**src/rtl/frame_sequencer_if.sv**
```systemverilog
// Handshake bundle between game logic, frame sequencer and renderer.
// The sequencer owns the slave side; the game/renderer side is the master.
interface frame_sequencer_if;
  logic       vsync;
  logic       start;
  logic [9:0] pac_x_in;
  logic [9:0] pac_y_in;
  logic [9:0] g_x_in;
  logic [9:0] g_y_in;
  logic [7:0] eaten;
  logic       collide;
  logic [9:0] x;
  logic [9:0] y;
  logic [9:0] g_x;
  logic [9:0] g_y;
  logic [7:0] dead;
  logic       p_dead;
  logic       tick;
  logic       respawn;
  logic [1:0] lives;
  logic [2:0] state;

  modport master (
    output vsync, start,
    output pac_x_in, pac_y_in,
    output g_x_in, g_y_in,
    output eaten, collide,
    input  x, y, g_x, g_y,
    input  dead, p_dead,
    input  tick, respawn,
    input  lives, state
  );

  modport slave (
    input  vsync, start,
    input  pac_x_in, pac_y_in,
    input  g_x_in, g_y_in,
    input  eaten, collide,
    output x, y, g_x, g_y,
    output dead, p_dead,
    output tick, respawn,
    output lives, state
  );
endinterface

```
**src/rtl/frame_sequencer.sv**
```systemverilog
// Frame-synchronous game-state controller: vsync-paced play,
// double-buffered sprite positions, cookie mask and life/death FSM.
module frame_sequencer #(
  parameter int LIVES      = 3,
  parameter int DIE_FRAMES = 60,
  parameter int PAC_X0     = 310,
  parameter int PAC_Y0     = 300,
  parameter int GH_X0      = 80,
  parameter int GH_Y0      = 80
) (
  input logic             dclk,
  input logic             clr,
  frame_sequencer_if.slave bus
);

  localparam logic [9:0] PX = PAC_X0[9:0];
  localparam logic [9:0] PY = PAC_Y0[9:0];
  localparam logic [9:0] GX = GH_X0[9:0];
  localparam logic [9:0] GY = GH_Y0[9:0];
  localparam logic [1:0] LV = LIVES[1:0];
  localparam logic [7:0] DF = DIE_FRAMES[7:0];

  typedef enum logic [2:0] {
    IDLE    = 3'd0,
    RESPAWN = 3'd1,
    PLAY    = 3'd2,
    DYING   = 3'd3,
    OVER    = 3'd4,
    WIN     = 3'd5
  } st_t;

  st_t        st;
  logic       vsync_q;
  logic       pend;
  logic [7:0] die_cnt;
  logic       fe;
  logic [7:0] mask_nx;
  logic       hit;

  assign fe      = vsync_q & ~bus.vsync;
  assign mask_nx = bus.dead | bus.eaten;
  assign hit     = pend | bus.collide;
  assign bus.state = st;

  always_ff @(posedge dclk or posedge clr) begin
    if (clr) begin
      st          <= IDLE;
      vsync_q     <= 1'b0;
      pend        <= 1'b0;
      die_cnt     <= 8'd0;
      bus.x       <= PX;
      bus.y       <= PY;
      bus.g_x     <= GX;
      bus.g_y     <= GY;
      bus.dead    <= 8'd0;
      bus.p_dead  <= 1'b0;
      bus.tick    <= 1'b0;
      bus.respawn <= 1'b0;
      bus.lives   <= LV;
    end else begin
      vsync_q     <= bus.vsync;
      bus.tick    <= 1'b0;
      bus.respawn <= 1'b0;
      unique case (st)
        IDLE, OVER, WIN: begin
          if (bus.start) begin
            st          <= RESPAWN;
            bus.respawn <= 1'b1;
            bus.lives   <= LV;
            bus.dead    <= 8'd0;
            bus.p_dead  <= 1'b0;
            bus.x       <= PX;
            bus.y       <= PY;
            bus.g_x     <= GX;
            bus.g_y     <= GY;
          end
        end
        RESPAWN: begin
          pend <= 1'b0;
          if (fe) st <= PLAY;
        end
        PLAY: begin
          bus.dead <= mask_nx;
          if (bus.collide) pend <= 1'b1;
          if (fe) begin
            bus.x    <= bus.pac_x_in;
            bus.y    <= bus.pac_y_in;
            bus.g_x  <= bus.g_x_in;
            bus.g_y  <= bus.g_y_in;
            bus.tick <= 1'b1;
            // clearing the board outranks a same-frame collision
            if (mask_nx == 8'hFF) begin
              st <= WIN;
            end else if (hit) begin
              st         <= DYING;
              bus.lives  <= bus.lives - 2'd1;
              die_cnt    <= DF;
              bus.p_dead <= 1'b1;
            end
          end
        end
        DYING: begin
          if (fe) begin
            die_cnt <= die_cnt - 8'd1;
            if (die_cnt == 8'd1) begin
              if (bus.lives == 2'd0) begin
                st <= OVER;
              end else begin
                st          <= RESPAWN;
                bus.respawn <= 1'b1;
                bus.p_dead  <= 1'b0;
                bus.x       <= PX;
                bus.y       <= PY;
                bus.g_x     <= GX;
                bus.g_y     <= GY;
              end
            end
          end
        end
        default: st <= IDLE;
      endcase
    end
  end

endmodule

```
**src/flat_wrapper.sv**
```systemverilog
// flat-port wrapper written by rule: the top's interface ports become plain ports
module frame_sequencer_flat 
#(
  parameter int LIVES      = 3,
  parameter int DIE_FRAMES = 60,
  parameter int PAC_X0     = 310,
  parameter int PAC_Y0     = 300,
  parameter int GH_X0      = 80,
  parameter int GH_Y0      = 80
)
  (dclk, clr, bus_vsync, bus_start, bus_pac_x_in, bus_pac_y_in, bus_g_x_in, bus_g_y_in, bus_eaten, bus_collide, bus_x, bus_y, bus_g_x, bus_g_y, bus_dead, bus_p_dead, bus_tick, bus_respawn, bus_lives, bus_state);
  frame_sequencer_if bus_i ();
  input logic dclk;
  input logic clr;
  input wire logic [$bits(bus_i.vsync)-1:0] bus_vsync;
  input wire logic [$bits(bus_i.start)-1:0] bus_start;
  input wire logic [$bits(bus_i.pac_x_in)-1:0] bus_pac_x_in;
  input wire logic [$bits(bus_i.pac_y_in)-1:0] bus_pac_y_in;
  input wire logic [$bits(bus_i.g_x_in)-1:0] bus_g_x_in;
  input wire logic [$bits(bus_i.g_y_in)-1:0] bus_g_y_in;
  input wire logic [$bits(bus_i.eaten)-1:0] bus_eaten;
  input wire logic [$bits(bus_i.collide)-1:0] bus_collide;
  output wire logic [$bits(bus_i.x)-1:0] bus_x;
  output wire logic [$bits(bus_i.y)-1:0] bus_y;
  output wire logic [$bits(bus_i.g_x)-1:0] bus_g_x;
  output wire logic [$bits(bus_i.g_y)-1:0] bus_g_y;
  output wire logic [$bits(bus_i.dead)-1:0] bus_dead;
  output wire logic [$bits(bus_i.p_dead)-1:0] bus_p_dead;
  output wire logic [$bits(bus_i.tick)-1:0] bus_tick;
  output wire logic [$bits(bus_i.respawn)-1:0] bus_respawn;
  output wire logic [$bits(bus_i.lives)-1:0] bus_lives;
  output wire logic [$bits(bus_i.state)-1:0] bus_state;
  assign bus_i.vsync = bus_vsync;
  assign bus_i.start = bus_start;
  assign bus_i.pac_x_in = bus_pac_x_in;
  assign bus_i.pac_y_in = bus_pac_y_in;
  assign bus_i.g_x_in = bus_g_x_in;
  assign bus_i.g_y_in = bus_g_y_in;
  assign bus_i.eaten = bus_eaten;
  assign bus_i.collide = bus_collide;
  assign bus_x = bus_i.x;
  assign bus_y = bus_i.y;
  assign bus_g_x = bus_i.g_x;
  assign bus_g_y = bus_i.g_y;
  assign bus_dead = bus_i.dead;
  assign bus_p_dead = bus_i.p_dead;
  assign bus_tick = bus_i.tick;
  assign bus_respawn = bus_i.respawn;
  assign bus_lives = bus_i.lives;
  assign bus_state = bus_i.state;
  frame_sequencer #(.LIVES(LIVES), .DIE_FRAMES(DIE_FRAMES), .PAC_X0(PAC_X0), .PAC_Y0(PAC_Y0), .GH_X0(GH_X0), .GH_Y0(GH_Y0)) u_core (.dclk(dclk), .clr(clr), .bus(bus_i));
endmodule
```
**config.mk**
```make
export PLATFORM = sky130hd
export DESIGN_NAME = frame_sequencer_flat
export DESIGN_NICKNAME = d
export VERILOG_FILES = /design/src/rtl/frame_sequencer_if.sv /design/src/rtl/frame_sequencer.sv /design/src/flat_wrapper.sv
export SDC_FILE = /design/constraint.sdc
export NUM_CORES = 1
export LEC_CHECK = 0
export CORE_ASPECT_RATIO = 0.8
export CORE_UTILIZATION = 35
export CTS_CLUSTER_SIZE = 28
export DETAILED_ROUTE_END_ITERATION = 8
export PLACE_DENSITY = 0.66
export SLEW_MARGIN = 40
export SYNTH_ARGS = -nofsm -noshare
export SYNTH_HDL_FRONTEND = slang
export SYNTH_SLANG_ARGS = --single-unit
```
**constraint.sdc**
```tcl
create_clock -name dclk -period 5.1 [get_ports dclk]
set_clock_uncertainty 0.05 [all_clocks]
set_input_delay 1.275 -clock dclk [delete_from_list [all_inputs] [get_ports dclk]]
set_output_delay 1.275 -clock dclk [all_outputs]
set_load 0.005 [all_outputs]
```
==> summary.txt, run 1 <==
worst endpoint required time = 5.29 ns
Leakage = 2.03 nW
vias per inst = 4.81
Reg power frac = 34.4%
MaxCap Viol Count = 0
Reg clk slew, reported paths = 0.05 ns
Synth area leaders = dfrtp_1 40%, mux2i_1 13%, dfstp_2 12%, inv_1 5.4%, nand2_1 3.9%
Synth area leader = dfrtp_1
Syn Inst Count = 310
setup repair bufs after CTS = 0
1st-pass router iterations = 4
WP data arrival = 3.33 ns
Logic pwr share = 43.8%
EDFF count, synth = 0
DP HPWL = 5.69 mm
post-synthesis register bit count = 66
part of the Yosys area used for sequential elements = 52.3%
post-layout minimum cycle time = 3.14 ns
die footprint = 9510 sq um
P_int = 1.77 mW
PwrDens = 579 nW/um^2
Nets = 474
Port Buffers = 108
Hold/Removal Path Class = flop to flop
worst skew pair latency = 0.32 ns
gr usage total = 17.9%
first-pass GRT wire length = 13.0 mm
sum of negative setup slack = 0 ns
Relative slew margins = 48.3%
Yosys top cell area share = 40.0%
Routed WL = 8.02 mm
die height = 87.4 um
RSZ-0062 raised after global routing = no
crit path launch type = primary input
CORE AREA = 8670 sq um
CP endpoint kind = flop
Ports = 109
row cnt = 30
ys flop type = dfrtp_1
Post-synth top cells = 51 x dfrtp_1, 46 x inv_1, 40 x mux2i_1
fillers = 779
Slew Viols, Final = 0
final hold vios = 0
Tcrit/Tclk final = 61.6%
DRT iter0 DRCs = 167
Synth Cell Area = 3190 sq um
Slew @ Worst Pin = 0.775 ns
vias in the first global route = 2,537
Clock Path Buffers = 2
H-tree levels = 3
Initial Utilization = 36.8%
clk sink count = 66
layout cells sized above 1 = 10.2%
number of buffers created by CTS = 9
worst-case vdd ir drop = 0.000281 V
Area growth, synth to finish = 45.0%
switching share of power = 34.0%
maximum number of pins on one net before global-route repair = 41
CTS tree = built
Psw = 0.911 mW
antenna-violating nets left = 0
DRC Markers = 0
crit path kind = primary input to flop
outcome = complete, no violations
end-of-flow core utilization = 53.4%
Root Buffer = clkbuf_16
DR WL/cell = 15.0 um
GRT overflow = 0
synth unique cells = 52
width of the die = 109 um
yosys warns = 0
# hold bufs at CTS = 0
ys async rst share = 100%
count leader, synth = dfrtp_1
fmax = 0.318 GHz
worst-path fanout max = 40
via count = 2,573
average cell area after synthesis = 10.3 sq um
initial antenna violation count = 0
Net Count, Synth = 366
CTS resizes = 0
n_diodes = 0
RePlAce Congestion = 0.850
Setup Viol. Count Final = 0
Clock power frac = 21.7%
[through the flow]
| stage | setup WS (ns) | instances | cell area, sq um | total power, mW | hold slack [ns] |
|---|---|---|---|---|---|
| 2_1_floorplan | 2.15 | 310 | 3190 | 1.63 | 0.404 |
| 3_3_place_gp | 1.72 | 519 | 4330 | 2.08 | 0.401 |
| 3_5_place_dp | 1.64 | 519 | 4330 | 2.10 | 0.410 |
| 4_1_cts | 1.96 | 535 | 4620 | 2.70 | 0.415 |
| 5_1_grt | 1.83 | 535 | 4630 | 2.86 | 0.432 |
| 6_report | 1.96 | 535 | 4630 | 2.68 | 0.411 |
[worst max-delay path: stages]
cell             delay (ns)
clkdlybuf4s50_1        0.43
nor2b_1                0.33
o32ai_2                0.22
nor3b_4                0.20
buf_4                  0.58
mux2i_1                0.27
[state kept, by name (all words and copies together), names as in the netlist]
register / count
u_core.bus.dead: 8
u_core.bus.g_x: 10
u_core.bus.g_y: 10
u_core.bus.lives: 2
u_core.bus.p_dead: 1
u_core.bus.respawn: 1
u_core.bus.state: 3
u_core.bus.tick: 1
u_core.bus.x: 10
u_core.bus.y: 10
u_core.die_cnt: 8
u_core.pend: 1
u_core.vsync_q: 1
[area by class of cell]
| cell class | count | area, sq um | share of cell area, % |
|---|---|---|---|
| sequential | 66 | 1670 | 36.1 |
| tap | 112 | 140 | 3.03 |
| timing repair buffer | 111 | 1100 | 23.8 |
| clock inverter | 2 | 12.5 | 0.270 |
| multi-input combinational | 184 | 1250 | 27.1 |
| clock buffer | 14 | 274 | 5.92 |
| inverter | 46 | 174 | 3.76 |
[layout by cell type, fill, tap and decap left out, types with 2 or more instances in the layout]
cell type and count:
buf_4 3, dfstp_2 15, o21ai_1 3, clkbuf_16 9, and3_1 2, nand2_1 33, o31ai_1 2, ha_1 3
o22ai_1 5, dfrtp_1 51, clkbuf_8 3, nand3_1 2, nor2b_1 3, a21oi_1 9, nor2_2 2, nor3_1 9
clkbuf_1 2, mux2i_1 40, a21o_1 2, a31oi_1 5, inv_1 45, clkinv_2 2, clkdlybuf4s50_1 108, nand2b_1 4
nor2_1 28, and2_1 2, o21a_1 2
[worst paths after layout]
path	from	cells past startpoint	slack, ns	end
min in group asynchronous	clr	2	1.30	u_core.bus.g_x[0]$_DFFE_PP0P_
min reg2reg	u_core.bus.y[5]$_DFFE_PP1P_	2	0.41	u_core.bus.y[5]$_DFFE_PP1P_
min	u_core.bus.y[5]$_DFFE_PP1P_	2	0.41	u_core.bus.y[5]$_DFFE_PP1P_
max	bus_vsync	6	1.96	u_core.bus.g_y[2]$_DFFE_PP0P_
max in group asynchronous	clr	3	2.86	u_core.bus.x[2]$_DFFE_PP1P_
max reg2reg	u_core.bus.lives[0]$_DFFE_PP1P_	7	2.64	u_core.bus.g_y[2]$_DFFE_PP0P_
[logic make-up (layout without fill, tap and decap cells)]
family	after synthesis	in the layout	share of synthesized area, %
adders and majority gates	3	3	1.18
muxes	41	41	12.9
DFF	66	66	52.3
and+or+nand+nor	97	97	14.9
AOI/OAI and AO/OA	43	43	10.0
buffers and inverters	60	173	8.66
[metal layers]
layer	vias to the layer above	global-route usage [%]	routed length (um)
met5	-	0	0
met4	0	6.39	112
met3	8	4.19	515
met2	82	26.5	3560
met1	1235	25.5	3830
li1	1248	-	-
[power groups by stage]
stage                     Clock [mW]  Sequential, mW  Combinational (mW)
after floorplan                    0           0.897               0.729
after global placement             0           0.923                1.16
after detailed placement           0           0.925                1.17
after CTS                      0.596           0.921                1.18
after global routing           0.619           0.952                1.29
final                          0.582           0.922                1.17
Power figures use the tool's default switching activity.
==> run 2: changes to the inputs <==
==> constraint.sdc (replaced) <==
create_clock -name dclk -period 3.11 [get_ports dclk]
set_clock_uncertainty 0.05 [all_clocks]
set_input_delay 0.7775 -clock dclk [delete_from_list [all_inputs] [get_ports dclk]]
set_output_delay 0.7775 -clock dclk [all_outputs]
set_load 0.005 [all_outputs]
==> run 2 against run 1 <==
Design area grew 1.9%. Count of clock-buffer cells in the layout down 4. Global-route usage down 0.15 points. Critical endpoint is now u_core.bus.state[0]$_DFFE_PP0P_. Largest power group unchanged.
==> summary.txt, run 2 (same netlist as run 1, synthesis figures left out) <==
gr usage total = 17.8% (-0.15 points)
Slowest-stage cell, CP = or4_1
Crit path max-delay family = simple AND/OR/NAND/NOR gates
crit path cell chain = clkdlybuf4s50_1 -> o22ai_1 -> or4_1 -> a211oi_2 -> mux2_1
Nets = 476 (+0.42%)
CP peak stage delay = 0.63 ns (+0.05 ns)
CP endpoint kind = flop
CORE AREA = 8670 sq um (unchanged)
Root Buffer = clkbuf_16
vias per inst = 4.79 (-0.49%)
Reg power frac = 32.5% (-1.9 points)
antenna-violating nets left = 0 (unchanged)
Port Buffers = 108 (unchanged)
1st-pass router iterations = 4 (unchanged)
Leakage = 2.07 nW (+1.9%)
Area growth, synth to finish = 47.8%
width of the die = 109 um (unchanged)
Routed WL = 7.94 mm (-1.0%)
setup repair bufs after CTS = 0 (unchanged)
P_int = 3.10 mW (+76%)
first-pass GRT wire length = 12.8 mm (-1.5%)
GRT overflow = 0 (unchanged)
CTS tree = built
MaxCap Viol Count = 0 (unchanged)
outcome = complete, no violations
cell count along the critical path = 5 (-1)
sum of negative setup slack = 0 ns (unchanged)
WP buf/inv = 1 (-1)
post-layout minimum cycle time = 2.48 ns
initial antenna violation count = 0 (unchanged)
Relative slew margins = 49.3% (+0.97 points)
Slew @ Worst Pin = 0.761 ns (-0.0146 ns)
DR WL/cell = 14.8 um (-1.4%)
worst endpoint required time = 3.27 ns (-2.02 ns)
r2r setup slk = 0.86 ns (-1.78 ns)
Psw = 1.53 mW (+68%)
worst-case vdd ir drop = 0.000503 V (+79%)
fmax = 0.403 GHz
n_diodes = 0 (unchanged)
worst skew pair latency = 0.33 ns (about the same)
RSZ-0062 raised after global routing = no
crit path launch type = primary input
vias in the first global route = 2,497 (-1.6%)
layout cells sized above 1 = 10.6% (+0.42 points)
die footprint = 9510 sq um (unchanged)
maximum number of pins on one net before global-route repair = 67 (+63%)
RePlAce Congestion = 0.847 (-0.34%)
worst-path fanout max = 5 (-88%)
most common cell after layout, fill and taps aside = clkdlybuf4s50_1
Logic pwr share = 42.2% (-1.6 points)
Hold/Removal Path Class = flop to flop
DP HPWL = 5.56 mm (-2.1%)
final hold vios = 0 (unchanged)
length in cells of the worst reg-to-reg path = 4 (-3)
WP data arrival = 2.64 ns (-0.69 ns)
most frequent cells in the layout = 108 x clkdlybuf4s50_1, 51 x dfrtp_1, 45 x inv_1, 40 x mux2i_1, 33 x nand2_1
Setup Viol. Count Final = 0 (unchanged)
Ports = 109 (unchanged)
switching share of power = 33.0% (-1.0 points)
number of buffers created by CTS = 9 (unchanged)
Initial Utilization = 36.8% (unchanged)
row cnt = 30 (unchanged)
total power = 4.63 mW (+73%)
Clock power frac = 25.3% (+3.6 points)
r2r endpoint = u_core.bus.state[0]$_DFFE_PP0P_
crit path to = u_core.bus.state[0]$_DFFE_PP0P_
die height = 87.4 um (unchanged)
via count = 2,570 (-0.12%)
PwrDens = 981 nW/um^2 (+70%)
Slew Viols, Final = 0 (unchanged)
CTS resizes = 0 (unchanged)
Reg clk slew, reported paths = 0.06 ns (about the same)
H-tree levels = 3 (unchanged)
DRC Markers = 0 (unchanged)
FF-to-FF Start = u_core.bus.state[1]$_DFFE_PP0P_
crit path from = bus_eaten[6]
Clock Path Buffers = 2 (unchanged)
DRT iter0 DRCs = 137 (-18%)
# hold bufs at CTS = 0 (unchanged)
crit path kind = primary input to flop
Tcrit/Tclk final = 79.8%
clk sink count = 66 (unchanged)
## run 2: worst register-to-register path, delay by kind of cell, from the launching register on
kind	cells	cell delay, ns
AND/OR/NAND/NOR	2	0.88
multiplexers	1	0.35
AO/OA/AOI/OAI	1	0.30
flip-flops	1	0.55
## run 2: metrics by stage
step | setup WS (ns) | hold slack (ns) | instances | area [sq um] | utilization [%]
2_1_floorplan | 0.653 | 0.404 | 310 | 3190 | -
3_3_place_gp | 0.335 | 0.402 | 521 | 4370 | 50.4
3_5_place_dp | 0.286 | 0.408 | 521 | 4370 | 50.4
4_1_cts | 0.634 | 0.417 | 537 | 4720 | 54.4
5_1_grt | 0.578 | 0.436 | 537 | 4720 | 54.4
6_report | 0.628 | 0.414 | 537 | 4720 | 54.4
## run 2: how the worst min path moves through the flow
stage	start	to	slack, ns	depth (start not counted)
after global placement	u_core.bus.y[2]$_DFFE_PP1P_	u_core.bus.y[2]$_DFFE_PP1P_	0.40	2
after CTS	u_core.bus.x[1]$_DFFE_PP1P_	u_core.bus.x[1]$_DFFE_PP1P_	0.42	2
final	u_core.bus.x[1]$_DFFE_PP1P_	u_core.bus.x[1]$_DFFE_PP1P_	0.41	2
after detailed placement	u_core.bus.x[1]$_DFFE_PP1P_	u_core.bus.x[1]$_DFFE_PP1P_	0.41	2
after global routing	u_core.bus.x[2]$_DFFE_PP1P_	u_core.bus.x[2]$_DFFE_PP1P_	0.44	2
after floorplan	u_core.bus.g_x[4]$_DFFE_PP1P_	u_core.bus.g_x[4]$_DFFE_PP1P_	0.40	2
## run 2: final cells by class
cell class / count / area (sq um)
Fill cell: 763 / 3950
Inverter: 46 / 173
Timing Repair Buffer: 113 / 1140
Clock buffer: 10 / 229
Tap cell: 112 / 140
Sequential cell: 66 / 1670
Clock inverter: 6 / 115
Multi-Input combinational cell: 184 / 1250
## run 2: power by group through the flow
| stage | clock [mW] | combinational [mW] | sequential [mW] |
|---|---|---|---|
| 3_5_place_dp | 0 | 1.97 | 1.51 |
| 4_1_cts | 1.19 | 1.98 | 1.50 |
| 2_1_floorplan | 0 | 1.19 | 1.47 |
| 5_1_grt | 1.23 | 2.13 | 1.55 |
| 6_report | 1.17 | 1.95 | 1.50 |
| 3_3_place_gp | 0 | 1.95 | 1.50 |
## run 2: routing by layer
layer,vias up,share of wire [%],global-route usage (%)
li1,1253,-,-
met1,1207,48,24.8
met2,94,42,25.0
met3,16,7.4,6.21
met4,0,2.5,6.88
met5,-,0,0
==> run 3: changes to the inputs <==
==> constraint.sdc (replaced) <==
create_clock -name dclk -period 2.49 [get_ports dclk]
set_clock_uncertainty 0.05 [all_clocks]
set_input_delay 0.6225 -clock dclk [delete_from_list [all_inputs] [get_ports dclk]]
set_output_delay 0.6225 -clock dclk [all_outputs]
set_load 0.005 [all_outputs]
==> run 3 against run 2 <==
Critical path depth did not move. Non-clock buffer count rose by 10. Total power rose by 22%. Utilization rose by 0.20 points. Combinational power rose by 31%. Clock power barely moved. Highest routed layer unchanged. Critical endpoint unchanged. Flip-flop and latch count did not move. Sequential power rose by 26%. Via count rose by 2.0%.
==> summary.txt, run 3 (same netlist as run 1, synthesis figures left out) <==
outcome = complete, no violations
area of placed instances = 4450 sq um (+1.7%)
Port Buffers = 108 (unchanged)
most frequent cells in the layout = 108 x clkdlybuf4s50_1, 51 x dfrtp_1, 45 x inv_1, 40 x mux2i_1, 33 x nand2_1
clk sink count = 66 (unchanged)
setup repair bufs after CTS = 0 (unchanged)
Slew Viols, Final = 0 (unchanged)
n_diodes = 0 (unchanged)
Hold/Removal Path Class = flop to flop
first-pass GRT wire length = 13.0 mm (+1.5%)
maximum number of pins on one net before global-route repair = 67 (unchanged)
fin area = 4740 sq um (+0.37%)
final hold vios = 0 (unchanged)
Slew @ Worst Pin = 0.538 ns (-0.223 ns)
gr usage total = 17.9% (+0.17 points)
row cnt = 30 (unchanged)
crit path kind = primary input to flop
Final Worst Setup Slack = 0.241 ns (-0.388 ns)
Routed WL = 8.15 mm (+2.7%)
fmax = 0.445 GHz
RSZ-0062 raised after global routing = no
Root Buffer = clkbuf_16
Leakage = 2.10 nW (+1.1%)
Tcrit/Tclk final = 90.3%
CORE AREA = 8670 sq um (unchanged)
initial antenna violation count = 0 (unchanged)
MaxCap Viol Count = 0 (unchanged)
GRT overflow = 0 (unchanged)
via count = 2,622 (+2.0%)
WP data arrival = 2.40 ns (-0.24 ns)
worst endpoint required time = 2.64 ns (-0.63 ns)
DP HPWL = 5.92 mm (+6.4%)
Ports = 109 (unchanged)
# hold bufs at CTS = 0 (unchanged)
Area growth, synth to finish = 48.4%
crit path launch type = primary input
worst-path fanout max = 2 (-3)
RePlAce Congestion = 0.785 (-7.4%)
CTS tree = built
most common cell after layout, fill and taps aside = clkdlybuf4s50_1
total power = 5.62 mW (+22%)
CTS resizes = 0 (unchanged)
dpl ws = -0.102 ns (-0.388 ns)
Setup Viol. Count Final = 0 (unchanged)
Nets = 486 (+2.1%)
Initial Utilization = 36.8% (unchanged)
vias in the first global route = 2,632 (+5.4%)
crit path cell chain = clkdlybuf4s50_1 -> o22ai_1 -> or4_1 -> a211oi_2 -> mux2_1
CP peak stage delay = 0.57 ns (-0.06 ns)
1st-pass router iterations = 4 (unchanged)
worst skew pair latency = 0.32 ns (about the same)
H-tree levels = 3 (unchanged)
vias per inst = 4.79 (+0.16%)
number of buffers created by CTS = 9 (unchanged)
DRC Markers = 0 (unchanged)
post-layout minimum cycle time = 2.25 ns
DRT iter0 DRCs = 111 (-19%)
layout cells sized above 1 = 12.4% (+1.8 points)
width of the die = 109 um (unchanged)
Reg clk slew, reported paths = 0.05 ns (about the same)
die height = 87.4 um (unchanged)
worst-case vdd ir drop = 0.000572 V (+14%)
DR WL/cell = 14.9 um (+0.82%)
Clock Path Buffers = 2 (unchanged)
CP endpoint kind = flop
die footprint = 9510 sq um (unchanged)
Relative slew margins = 64.1% (+15 points)
antenna-violating nets left = 0 (unchanged)
Slowest-stage cell, CP = or4_1
PwrDens = 1190 nW/um^2 (+21%)
## run 3: per-layer routing
layer | share of wire (%) | wire [um] | global-route usage, %
met3 | 6.2 | 506 | 4.41
met5 | 0 | 0 | 0
met1 | 46 | 3790 | 24.4
met2 | 46 | 3720 | 27.4
met4 | 1.6 | 130 | 7.25
## run 3: through the flow
step                utilization (%)  hold slack, ns  setup TNS, ns  std cells
global placement               51.3           0.402         -0.186        531
floorplan                         -           0.404              0        310
detailed placement             51.3           0.407         -0.307        531
finish                         54.6           0.414              0        547
global route                   54.6           0.439              0        547
CTS                            54.6           0.421              0        547
## run 3: path summary, 6_finish.rpt
| check | startpoint | to | slack (ns) | depth (start not counted) |
|---|---|---|---|---|
| max | bus_eaten[6] | u_core.bus.state[0]$_DFFE_PP0P_ | 0.24 | 5 |
| min | u_core.bus.y[5]$_DFFE_PP1P_ | u_core.bus.y[5]$_DFFE_PP1P_ | 0.41 | 2 |
| max reg2reg | u_core.bus.lives[1]$_DFFE_PP1P_ | u_core.bus.y[6]$_DFFE_PP0P_ | 0.29 | 7 |
| min reg2reg | u_core.bus.y[5]$_DFFE_PP1P_ | u_core.bus.y[5]$_DFFE_PP1P_ | 0.41 | 2 |
| max in group asynchronous | clr | u_core.bus.lives[0]$_DFFE_PP1P_ | 1.43 | 3 |
| min in group asynchronous | clr | u_core.bus.g_y[1]$_DFFE_PP0P_ | 0.64 | 3 |
## run 3: layout make-up
cell class                      instances  area [sq um]
Timing Repair Buffer                  123          1220
Sequential cell                        66          1670
Multi-Input combinational cell        184          1250
Clock inverter                          2          12.5
Tap cell                              112           140
Inverter                               46           173
Fill cell                             761          3940
Clock buffer                           14           274
## run 3: power breakdown
part	switching, mW	internal, mW
sequential	0.343	1.55
clock	0.430	0.754
combinational	1.12	1.43
## run 3: worst max-delay path, delay by kind of cell
kind	cells	cell delay (ns)
compound gates	2	0.38
buf+inv	1	0.48
simple gates	1	0.57
mux	1	0.34
